[src/rtl/uart_pkg.sv]
// Shared UART definitions: FSM state encodings and frame-length helper.
// Build option: define UART_PARITY_EN to add one parity bit per frame.
package uart_pkg;

    // FSM state encodings shared by the transmitter and receiver
    localparam logic [2:0] ST_IDLE   = 3'd0;
    localparam logic [2:0] ST_START  = 3'd1;
    localparam logic [2:0] ST_DATA   = 3'd2;
    localparam logic [2:0] ST_PARITY = 3'd3;
    localparam logic [2:0] ST_STOP   = 3'd4;

`ifdef UART_PARITY_EN
    localparam int PARITY_BITS = 1;
`else
    localparam int PARITY_BITS = 0;
`endif

    // Number of bit periods in one transmitted frame
    function automatic int frame_bits(input int data_w, input int parity_bits,
                                      input int stop_bits);
        return 1 + data_w + parity_bits + stop_bits;
    endfunction

endpackage

[src/rtl/uart_rx_core.sv]
// UART receiver: 2-flop synchroniser, mid-bit sampling FSM, error reporting.
// Build option: UART_PARITY_EN enables parity bit reception and checking.
module uart_rx_core
    import uart_pkg::*;
#(
    parameter int INPUT_DATA_WIDTH = 8,
    parameter int CLKS_PER_BIT     = 16,
    parameter int PARITY_ODD       = 0
) (
    input  logic                        clk,
    input  logic                        reset,
    input  logic                        serial_in,
    output logic [INPUT_DATA_WIDTH-1:0] received_data,
    output logic                        data_is_valid,
    output logic                        rx_error,
    output logic                        rx_parity_error
);

    localparam int CNT_W = $clog2(CLKS_PER_BIT);
    localparam int IDX_W = $clog2(INPUT_DATA_WIDTH);
    localparam logic [CNT_W-1:0] HALF_LAST = CNT_W'(CLKS_PER_BIT / 2 - 1);
    localparam logic [CNT_W-1:0] BIT_LAST  = CNT_W'(CLKS_PER_BIT - 1);
    localparam logic [IDX_W-1:0] IDX_LAST  = IDX_W'(INPUT_DATA_WIDTH - 1);

    if (CLKS_PER_BIT < 4 || (CLKS_PER_BIT % 2) != 0 || PARITY_ODD < 0 || PARITY_ODD > 1)
    begin : g_bad_param
        $error("uart_rx_core: illegal CLKS_PER_BIT or PARITY_ODD");
    end

    logic [1:0]                  sync_q;
    logic                        rx_s;
    logic                        rx_prev;
    logic [2:0]                  rx_state;
    logic [CNT_W-1:0]            rx_cnt;
    logic [IDX_W-1:0]            rx_idx;
    logic [INPUT_DATA_WIDTH-1:0] rx_shift;
    logic                        frame_ok;

    assign rx_s = sync_q[1];

`ifdef UART_PARITY_EN
    logic rx_par_bit;
    logic par_bad;
    assign par_bad  = rx_par_bit ^ (^rx_shift) ^ (PARITY_ODD != 0);
    assign frame_ok = rx_s & ~par_bad;
`else
    assign frame_ok        = rx_s;
    assign rx_parity_error = 1'b0;
`endif

    // Synchronise the asynchronous line and keep the previous value for edge detect
    always_ff @(posedge clk or posedge reset) begin
        if (reset) begin
            sync_q  <= 2'b11;
            rx_prev <= 1'b1;
        end else begin
            sync_q  <= {sync_q[0], serial_in};
            rx_prev <= rx_s;
        end
    end

    // Receive FSM: start validation at half bit, then one sample per bit period
    always_ff @(posedge clk or posedge reset) begin
        if (reset) begin
            rx_state        <= ST_IDLE;
            rx_cnt          <= '0;
            rx_idx          <= '0;
            rx_shift        <= '0;
            received_data   <= '0;
            data_is_valid   <= 1'b0;
            rx_error        <= 1'b0;
`ifdef UART_PARITY_EN
            rx_par_bit      <= 1'b0;
            rx_parity_error <= 1'b0;
`endif
        end else begin
            data_is_valid   <= 1'b0;
            rx_error        <= 1'b0;
`ifdef UART_PARITY_EN
            rx_parity_error <= 1'b0;
`endif
            case (rx_state)
                ST_IDLE: begin
                    rx_cnt <= '0;
                    if (rx_prev && !rx_s) rx_state <= ST_START;
                end
                ST_START: begin
                    if (rx_cnt == HALF_LAST) begin
                        rx_cnt   <= '0;
                        rx_idx   <= '0;
                        // a line back high at mid start bit was only a glitch
                        rx_state <= rx_s ? ST_IDLE : ST_DATA;
                    end else begin
                        rx_cnt <= rx_cnt + 1'b1;
                    end
                end
                ST_DATA: begin
                    if (rx_cnt == BIT_LAST) begin
                        rx_cnt   <= '0;
                        rx_shift <= {rx_s, rx_shift[INPUT_DATA_WIDTH-1:1]};
                        if (rx_idx == IDX_LAST) begin
`ifdef UART_PARITY_EN
                            rx_state <= ST_PARITY;
`else
                            rx_state <= ST_STOP;
`endif
                        end else begin
                            rx_idx <= rx_idx + 1'b1;
                        end
                    end else begin
                        rx_cnt <= rx_cnt + 1'b1;
                    end
                end
`ifdef UART_PARITY_EN
                ST_PARITY: begin
                    if (rx_cnt == BIT_LAST) begin
                        rx_cnt     <= '0;
                        rx_par_bit <= rx_s;
                        rx_state   <= ST_STOP;
                    end else begin
                        rx_cnt <= rx_cnt + 1'b1;
                    end
                end
`endif
                ST_STOP: begin
                    if (rx_cnt == BIT_LAST) begin
                        rx_cnt   <= '0;
                        rx_state <= ST_IDLE;
                        rx_error <= ~rx_s;
`ifdef UART_PARITY_EN
                        rx_parity_error <= par_bad;
`endif
                        if (frame_ok) begin
                            received_data <= rx_shift;
                            data_is_valid <= 1'b1;
                        end
                    end else begin
                        rx_cnt <= rx_cnt + 1'b1;
                    end
                end
                default: rx_state <= ST_IDLE;
            endcase
        end
    end

endmodule

[src/rtl/uart_configurable.sv]
// Configurable UART: inline transmitter plus uart_rx_core receiver.
// Build option: define UART_PARITY_EN to add a parity bit (PARITY_ODD selects sense).
module uart_configurable
    import uart_pkg::*;
#(
    parameter int INPUT_DATA_WIDTH = 8,
    parameter int CLKS_PER_BIT     = 16,
    parameter int STOP_BITS        = 1,
    parameter int PARITY_ODD       = 0
) (
    input  logic                        clk,
    input  logic                        reset,
    input  logic                        enable,
    input  logic [INPUT_DATA_WIDTH-1:0] i_data,
    output logic                        o_busy,
    output logic                        serial_out,
    input  logic                        serial_in,
    output logic [INPUT_DATA_WIDTH-1:0] received_data,
    output logic                        data_is_valid,
    output logic                        rx_error,
    output logic                        rx_parity_error
);

    localparam int FRAME_CYCLES =
        frame_bits(INPUT_DATA_WIDTH, PARITY_BITS, STOP_BITS) * CLKS_PER_BIT;
    localparam int FRAME_W = $clog2(FRAME_CYCLES);
    localparam int CNT_W   = $clog2(CLKS_PER_BIT);
    localparam int IDX_W   = $clog2(INPUT_DATA_WIDTH);
    localparam logic [CNT_W-1:0]   BIT_LAST   = CNT_W'(CLKS_PER_BIT - 1);
    localparam logic [IDX_W-1:0]   IDX_LAST   = IDX_W'(INPUT_DATA_WIDTH - 1);
    localparam logic [FRAME_W-1:0] FRAME_LAST = FRAME_W'(FRAME_CYCLES - 1);

    if (INPUT_DATA_WIDTH < 5 || INPUT_DATA_WIDTH > 9 || STOP_BITS < 1 || STOP_BITS > 2)
    begin : g_bad_param
        $error("uart_configurable: illegal INPUT_DATA_WIDTH or STOP_BITS");
    end

    logic [2:0]                  tx_state;
    logic [CNT_W-1:0]            tx_cnt;
    logic [IDX_W-1:0]            tx_idx;
    logic [FRAME_W-1:0]          tx_frame_cnt;
    logic [INPUT_DATA_WIDTH-1:0] tx_shift;
`ifdef UART_PARITY_EN
    logic                        tx_par;
`endif

    // Transmit FSM; the whole-frame counter alone decides when stop bits end
    always_ff @(posedge clk or posedge reset) begin
        if (reset) begin
            tx_state     <= ST_IDLE;
            tx_cnt       <= '0;
            tx_idx       <= '0;
            tx_frame_cnt <= '0;
            tx_shift     <= '0;
            serial_out   <= 1'b1;
            o_busy       <= 1'b0;
`ifdef UART_PARITY_EN
            tx_par       <= 1'b0;
`endif
        end else begin
            if (tx_state != ST_IDLE) tx_frame_cnt <= tx_frame_cnt + 1'b1;
            case (tx_state)
                ST_IDLE: begin
                    if (enable) begin
                        tx_shift     <= i_data;
`ifdef UART_PARITY_EN
                        tx_par       <= (^i_data) ^ (PARITY_ODD != 0);
`endif
                        tx_state     <= ST_START;
                        serial_out   <= 1'b0;
                        o_busy       <= 1'b1;
                        tx_cnt       <= '0;
                        tx_idx       <= '0;
                        tx_frame_cnt <= '0;
                    end
                end
                ST_START: begin
                    if (tx_cnt == BIT_LAST) begin
                        tx_cnt     <= '0;
                        tx_state   <= ST_DATA;
                        serial_out <= tx_shift[0];
                        tx_shift   <= tx_shift >> 1;
                    end else begin
                        tx_cnt <= tx_cnt + 1'b1;
                    end
                end
                ST_DATA: begin
                    if (tx_cnt == BIT_LAST) begin
                        tx_cnt <= '0;
                        if (tx_idx == IDX_LAST) begin
`ifdef UART_PARITY_EN
                            tx_state   <= ST_PARITY;
                            serial_out <= tx_par;
`else
                            tx_state   <= ST_STOP;
                            serial_out <= 1'b1;
`endif
                        end else begin
                            tx_idx     <= tx_idx + 1'b1;
                            serial_out <= tx_shift[0];
                            tx_shift   <= tx_shift >> 1;
                        end
                    end else begin
                        tx_cnt <= tx_cnt + 1'b1;
                    end
                end
`ifdef UART_PARITY_EN
                ST_PARITY: begin
                    if (tx_cnt == BIT_LAST) begin
                        tx_cnt     <= '0;
                        tx_state   <= ST_STOP;
                        serial_out <= 1'b1;
                    end else begin
                        tx_cnt <= tx_cnt + 1'b1;
                    end
                end
`endif
                ST_STOP: begin
                    if (tx_frame_cnt == FRAME_LAST) begin
                        tx_state <= ST_IDLE;
                        o_busy   <= 1'b0;
                    end
                end
                default: tx_state <= ST_IDLE;
            endcase
        end
    end

    uart_rx_core #(
        .INPUT_DATA_WIDTH(INPUT_DATA_WIDTH),
        .CLKS_PER_BIT    (CLKS_PER_BIT),
        .PARITY_ODD      (PARITY_ODD)
    ) u_rx (
        .clk            (clk),
        .reset          (reset),
        .serial_in      (serial_in),
        .received_data  (received_data),
        .data_is_valid  (data_is_valid),
        .rx_error       (rx_error),
        .rx_parity_error(rx_parity_error)
    );

endmodule

[config.mk]
export PLATFORM = sky130hd
export DESIGN_NAME = uart_configurable
export DESIGN_NICKNAME = d
export VERILOG_FILES = /design/src/rtl/uart_pkg.sv /design/src/rtl/uart_rx_core.sv /design/src/rtl/uart_configurable.sv
export SDC_FILE = /design/constraint.sdc
export NUM_CORES = 1
export LEC_CHECK = 0
export CORE_MARGIN = 3
export CORE_UTILIZATION = 57
export DETAILED_ROUTE_END_ITERATION = 16
export GPL_ROUTABILITY_DRIVEN = 0
export PLACE_DENSITY = 0.87
export REMOVE_ABC_BUFFERS = 1
export SETUP_SLACK_MARGIN = 0.02
export SLEW_MARGIN = 20
export SYNTH_ARGS = -nofsm -noshare
export SYNTH_HDL_FRONTEND = slang
export SYNTH_SLANG_ARGS = --single-unit
[constraint.sdc]
create_clock -name clk -period 2.2 [get_ports clk]
set_input_delay 0.44 -clock clk [delete_from_list [all_inputs] [get_ports clk]]
set_output_delay 0.44 -clock clk [all_outputs]
set_load 0.02 [all_outputs]
; Word level (Yosys, flattened, before mapping)
; Index checks and enable logic that the tools add are counted.
[word_totals]
output_inout_bits = 13
in_bits = 12
register_bits = 59
elab_cells = 117
[classes]
n_eq_ne = 24
n_mux = 48
bitwise = 1
addsub = 5
n_reduce_logical = 23
[op_table]
columns = op, count
row1 = 8-bit two-way mux, 7
row2 = 3-bit two-way mux, 16
row3 = 3-bit one-hot mux with 4 select lines, 2
row4 = 8-bit one-hot mux with 3 select lines, 1
row5 = 4-bit two-way mux, 4
row6 = 5-bit AND reduction, 3
row7 = 2-bit != test (second input constant), 7
row8 = 3-bit == test (second input constant), 4
row9 = 3-bit one-hot mux with 2 select lines, 2
row10 = 4-bit one-hot mux with 3 select lines, 1
row11 = 4-bit AND reduction, 3
row12 = 1-bit two-way mux, 11
row13 = 2-bit by 1-bit != test with 1-bit output (second input constant), 5
row14 = 3-bit nonzero test, 3
row15 = 4-bit by 1-bit adder with 4-bit output (second input constant), 2
row16 = 8-bit by 1-bit adder with 8-bit output (second input constant), 1
row17 = 4-bit == test (second input constant), 2
row18 = 8-bit == test (second input constant), 1
row19 = 4-bit one-hot mux with 2 select lines, 1
row20 = 2-bit nonzero test, 4
row21 = 3-bit by 1-bit adder with 3-bit output (second input constant), 2
row22 = 3-bit by 1-bit == test with 1-bit output (second input constant), 2
row23 = 3-bit by 2-bit == test with 1-bit output (second input constant), 2
row24 = 3-bit logical NOT, 2
row25 = other kinds (10), 13

; Depth between registers and ports, before layout
[depth]
ltp_word = 4
mapped_depth = 6
mapped_depth_nobuf = 6

; Hierarchy
; A second synthesis with hierarchy kept.
[unflattened]
hier_cells = 246
hier_area_um2 = 2827.7
[by_module_without_submodules]
columns = module, n_inst, seq_area_each_um2, cells_each, area_each_um2
row1 = uart_configurable, 1, 701.9, 137, 1428.9
row2 = uart_rx_core, 1, 779.5, 109, 1398.8

; Worst setup path before layout
; No wires, ideal clock.
[synth_timing]
kind = register -> register
startpoint = register tx_cnt[0]
endpoint = register tx_shift[0]
period_less_slack_ns = 1.801
stages_incl_launch_ff = 6
setup_ns = 0.125
setup_slack_ns = 0.399
t_required_ns = 2.075
path_buffers = 0
t_arrival_ns = 1.676
cell_sequence = dfrtp_1 -> ha_1 -> and3_1 -> nor3_2 -> a311oi_4 -> mux2_2
[synth_between]
elab_chain_cells = 3
elab_cells_between_ends = 4
classes_between = 3 x eq/ne / 1 x reduce/logical
[synth_rtl]
columns = element, line
row1 = "start, declared", uart_configurable.sv:39  ; logic [CNT_W-1:0] tx_cnt;
row2 = "start signal, assigned", uart_configurable.sv:84  ; tx_cnt <= tx_cnt + 1'b1;
row3 = "start signal, assigned", uart_configurable.sv:104  ; tx_cnt <= tx_cnt + 1'b1;
row4 = 4-bit == test *, "uart_configurable.sv:78, uart_configurable.sv:88"
row5 = 2-bit != test (no source line), -
row6 = 5-bit AND reduction (no source line) *, -
row7 = "end signal, assigned", uart_configurable.sv:65  ; tx_shift <= i_data;
row8 = "end signal, assigned", uart_configurable.sv:82  ; tx_shift <= tx_shift >> 1;
row9 = "end signal, assigned", uart_configurable.sv:101  ; tx_shift <= tx_shift >> 1;
row10 = "end, declared", uart_configurable.sv:42  ; logic [INPUT_DATA_WIDTH-1:0] tx_shift;
; Every way passes the cells marked *; elsewhere a longest branch is shown, timed or not.
; A chain may end at the register's enable or synchronous reset.

; Worst setup path after layout
[layout_timing]
startpoint = register tx_cnt[0]
endpoint = register tx_shift[5]
; The elaborated chain is that of the path after synthesis.

==> flow_summary.json <==
{
  "status": "complete, no violations",
  "overflow": 0,
  "syn_inst": 251,
  "n_fill_cell": 353,
  "antenna_found_initial": 0,
  "endpoint_kind": "register",
  "sw_frac_of_total_pct": 27.6,
  "power.total_mw": 2.49,
  "fin_area_mm2": 0.00336,
  "skew_ps": 8.53,
  "crit_family": "compound AO/OA/AOI/OAI gates",
  "holdWs_ps": 360,
  "path_cells": "ha_1, and3_1, nor3_2, a311oi_4, mux2_2",
  "vias": 2025,
  "post_cts_resized": 0,
  "final_common_cell": "dfrtp_1",
  "grt_max_degree": 27,
  "layout_common_cells": "dfrtp_1 (55), mux2_2 (35), clkdlybuf4s50_1 (23)",
  "hpwlAfterDp_mm": 3.46,
  "die_h_um": 76.5,
  "portBuffers": 23,
  "firstDrtPassIters": 4,
  "numClockSinks": 59,
  "setup_tns_ps": 0,
  "crit_fanout": 8,
  "ys.flop_type": "dfrtp_1",
  "synth_cell_type_count": 48,
  "internal_power_mw": 1.80,
  "power_leakage_nw": 1.53,
  "die_w_um": 76.5,
  "ys_warn_count": 0,
  "power.switching_uw": 688,
  "cts-root-buf": "clkbuf_8",
  "drt-total-wl_mm": 5.03,
  "wire_per_inst_um": 14.2,
  "core_area_mm2": 0.00475,
  "async_reset_ff_share_pct": 100,
  "cap_violations": 0,
  "post_cts_buffers": 0,
  "cts_tree": "done",
  "path_class": "reg -> reg",
  "min_path_type": "reg -> reg",
  "cts_htree_levels": 3,
  "antenna_left": 0,
  "critPathLaunchType": "register",
  "die_area_mm2": 0.00586,
  "vias_per_cell": 5.70,
  "seq_area_frac_synth_pct": 52.2,
  "power.density_mw_per_mm2": 740,
  "ys_ff_latch": 59,
  "critPathBufInv": 0,
  "maxSlewViolCount": 0,
  "tightest_slew_ps": 530,
  "syn_avg_cell_area_um2": 11.3,
  "nets": 303,
  "drive_gt1_share_pct": 24.0,
  "peakVddDrop_mv": 0.573,
  "cts.reportedPaths.clkPinSlew_ps": 70,
  "grt_pass1_vias": 1918,
  "synth_top_cell_area_share_pct": 48.5,
  "slew_headroom_pct": 64.7,
  "antenna_cells": 0,
  "ctsLongestPathBuffers": 2,
  "start_util_pct": 59.7,
  "grt_use_total_pct": 20.0,
  "synth.cell_area_mm2": 0.00284,
  "hold_buffers": 0,
  "grt_pass1_wl_mm": 9.13,
  "arrival_ps": 2230,
  "place_area_mm2": 0.00316,
  "pwr-share-comb_pct": 10.7,
  "fin_crit_ps": 2020,
  "max_freq_mhz": 496,
  "fin_crit_sh_pct": 91.6,
  "insertion_delay_ps": 340,
  "cp.required_ps": 2420,
  "cts_buffers": 9,
  "area_delta_synth_final_pct": 18.6,
  "grt_setup_unrepaired": "no",
  "boundaryPins": 25,
  "setup_viol": 0,
  "power_frac_clock_pct": 40.0,
  "ys_top_cells_by_area": "dfrtp_1 (49%), mux2_2 (14%), dfstp_2 (3.7%)",
  "yosysTopAreaCell": "dfrtp_1",
  "drcViolationCount": 0,
  "crit_path_max_incr_delay_ps": 540,
  "drtIter0Drc": 186,
  "hold_viol": 0,
  "rows": 25,
  "synth_edf_count": 0,
  "critical_path.slowest_cell": "a311oi_4",
  "seqPwrFrac_pct": 49.3
}
worst register-to-register path, delay by kind of cell, from the launching register on:
family          cells  cell delay [ps]
fa+ha+maj           1              220
simple gates        2              350
flops               1              390
mux                 1              400
compound gates      1              540
layout make-up:
| cell class | instances | area [µm²] | share of cell area (%) |
|---|---|---|---|
| timing repair buffer | 31 | 290 | 8.63 |
| sequential | 59 | 1480 | 44.0 |
| multi-input combinational | 176 | 1280 | 38.2 |
| inverter | 6 | 22.5 | 0.670 |
| clock buffer | 9 | 124 | 3.68 |
| tap | 67 | 83.8 | 2.49 |
| clock inverter | 7 | 77.6 | 2.31 |
sequential cells by signal (all words and copies together), names as in the netlist, 4 cells and up:
signal	count
u_rx.received_data	8
u_rx.rx_shift	8
tx_cnt	4
tx_shift	8
tx_frame_cnt	8
u_rx.rx_cnt	4
path summary, 6_finish.rpt:
check | start | to | slack (ps) | cells after the start
setup / recovery | tx_cnt[0] | tx_shift[5] | 180 | 5
hold / removal | u_rx.sync_q[0] | u_rx.sync_q[1] | 360 | 0
setup reg to reg | tx_cnt[0] | tx_shift[5] | 180 | 5
hold reg to reg | u_rx.sync_q[0] | u_rx.sync_q[1] | 360 | 0
max in group asynchronous | reset | u_rx.rx_shift[0] | 1170 | 3
min in group asynchronous | reset | tx_idx[1] | 450 | 2
per-layer routing:
layer	share of wire, %	track usage (%)
met1	46	26.5
met2	48	30.2
met3	4.2	5.91
met4	1.8	9.78
met5	0	0
through the flow:
step	util (%)	setup WS, ps	cells
finish	70.7	184	355
global placement	66.5	127	339
detailed placement	66.5	97.0	339
global route	70.7	66.5	355
CTS	70.7	188	355
floorplan	-	254	241
power groups by stage:
stage | sequential, mW | clock, mW | combinational (mW)
after floorplan | 1.22 | 0 | 0.203
after global placement | 1.24 | 0 | 0.257
after detailed placement | 1.25 | 0 | 0.268
after CTS | 1.23 | 1.01 | 0.268
after global routing | 1.24 | 1.07 | 0.312
final | 1.23 | 0.994 | 0.266
cell families (layout without fill, tap and decap cells):
kind of cell / Yosys count / count (layout) / share of synthesized area (%)
adders and majority gates: 8 / 8 / 3.53
DFF: 59 / 59 / 52.2
other: 1 / 1 / 0.132
AOI/OAI and AO/OA: 51 / 51 / 12.2
and+or+nand+nor: 78 / 78 / 14.3
muxes: 35 / 35 / 13.9
xor gates and xnor gates: 3 / 3 / 1.19
buffers and inverters: 16 / 53 / 2.51
synth_stat cells, types with 4 or more instances:
| master | instances |
|---|---|
| nand2b_1 | 4 |
| dfstp_2 | 4 |
| inv_1 | 6 |
| nor2_1 | 15 |
| o21ai_0 | 19 |
| a21oi_1 | 7 |
| nand2_1 | 18 |
| dfrtp_1 | 55 |
| clkbuf_1 | 5 |
| o31ai_1 | 5 |
| mux2_2 | 35 |
| and3_1 | 5 |
| nor3_1 | 8 |
| nand3_1 | 9 |
| ha_1 | 8 |
Power figures use the tool's default switching activity.
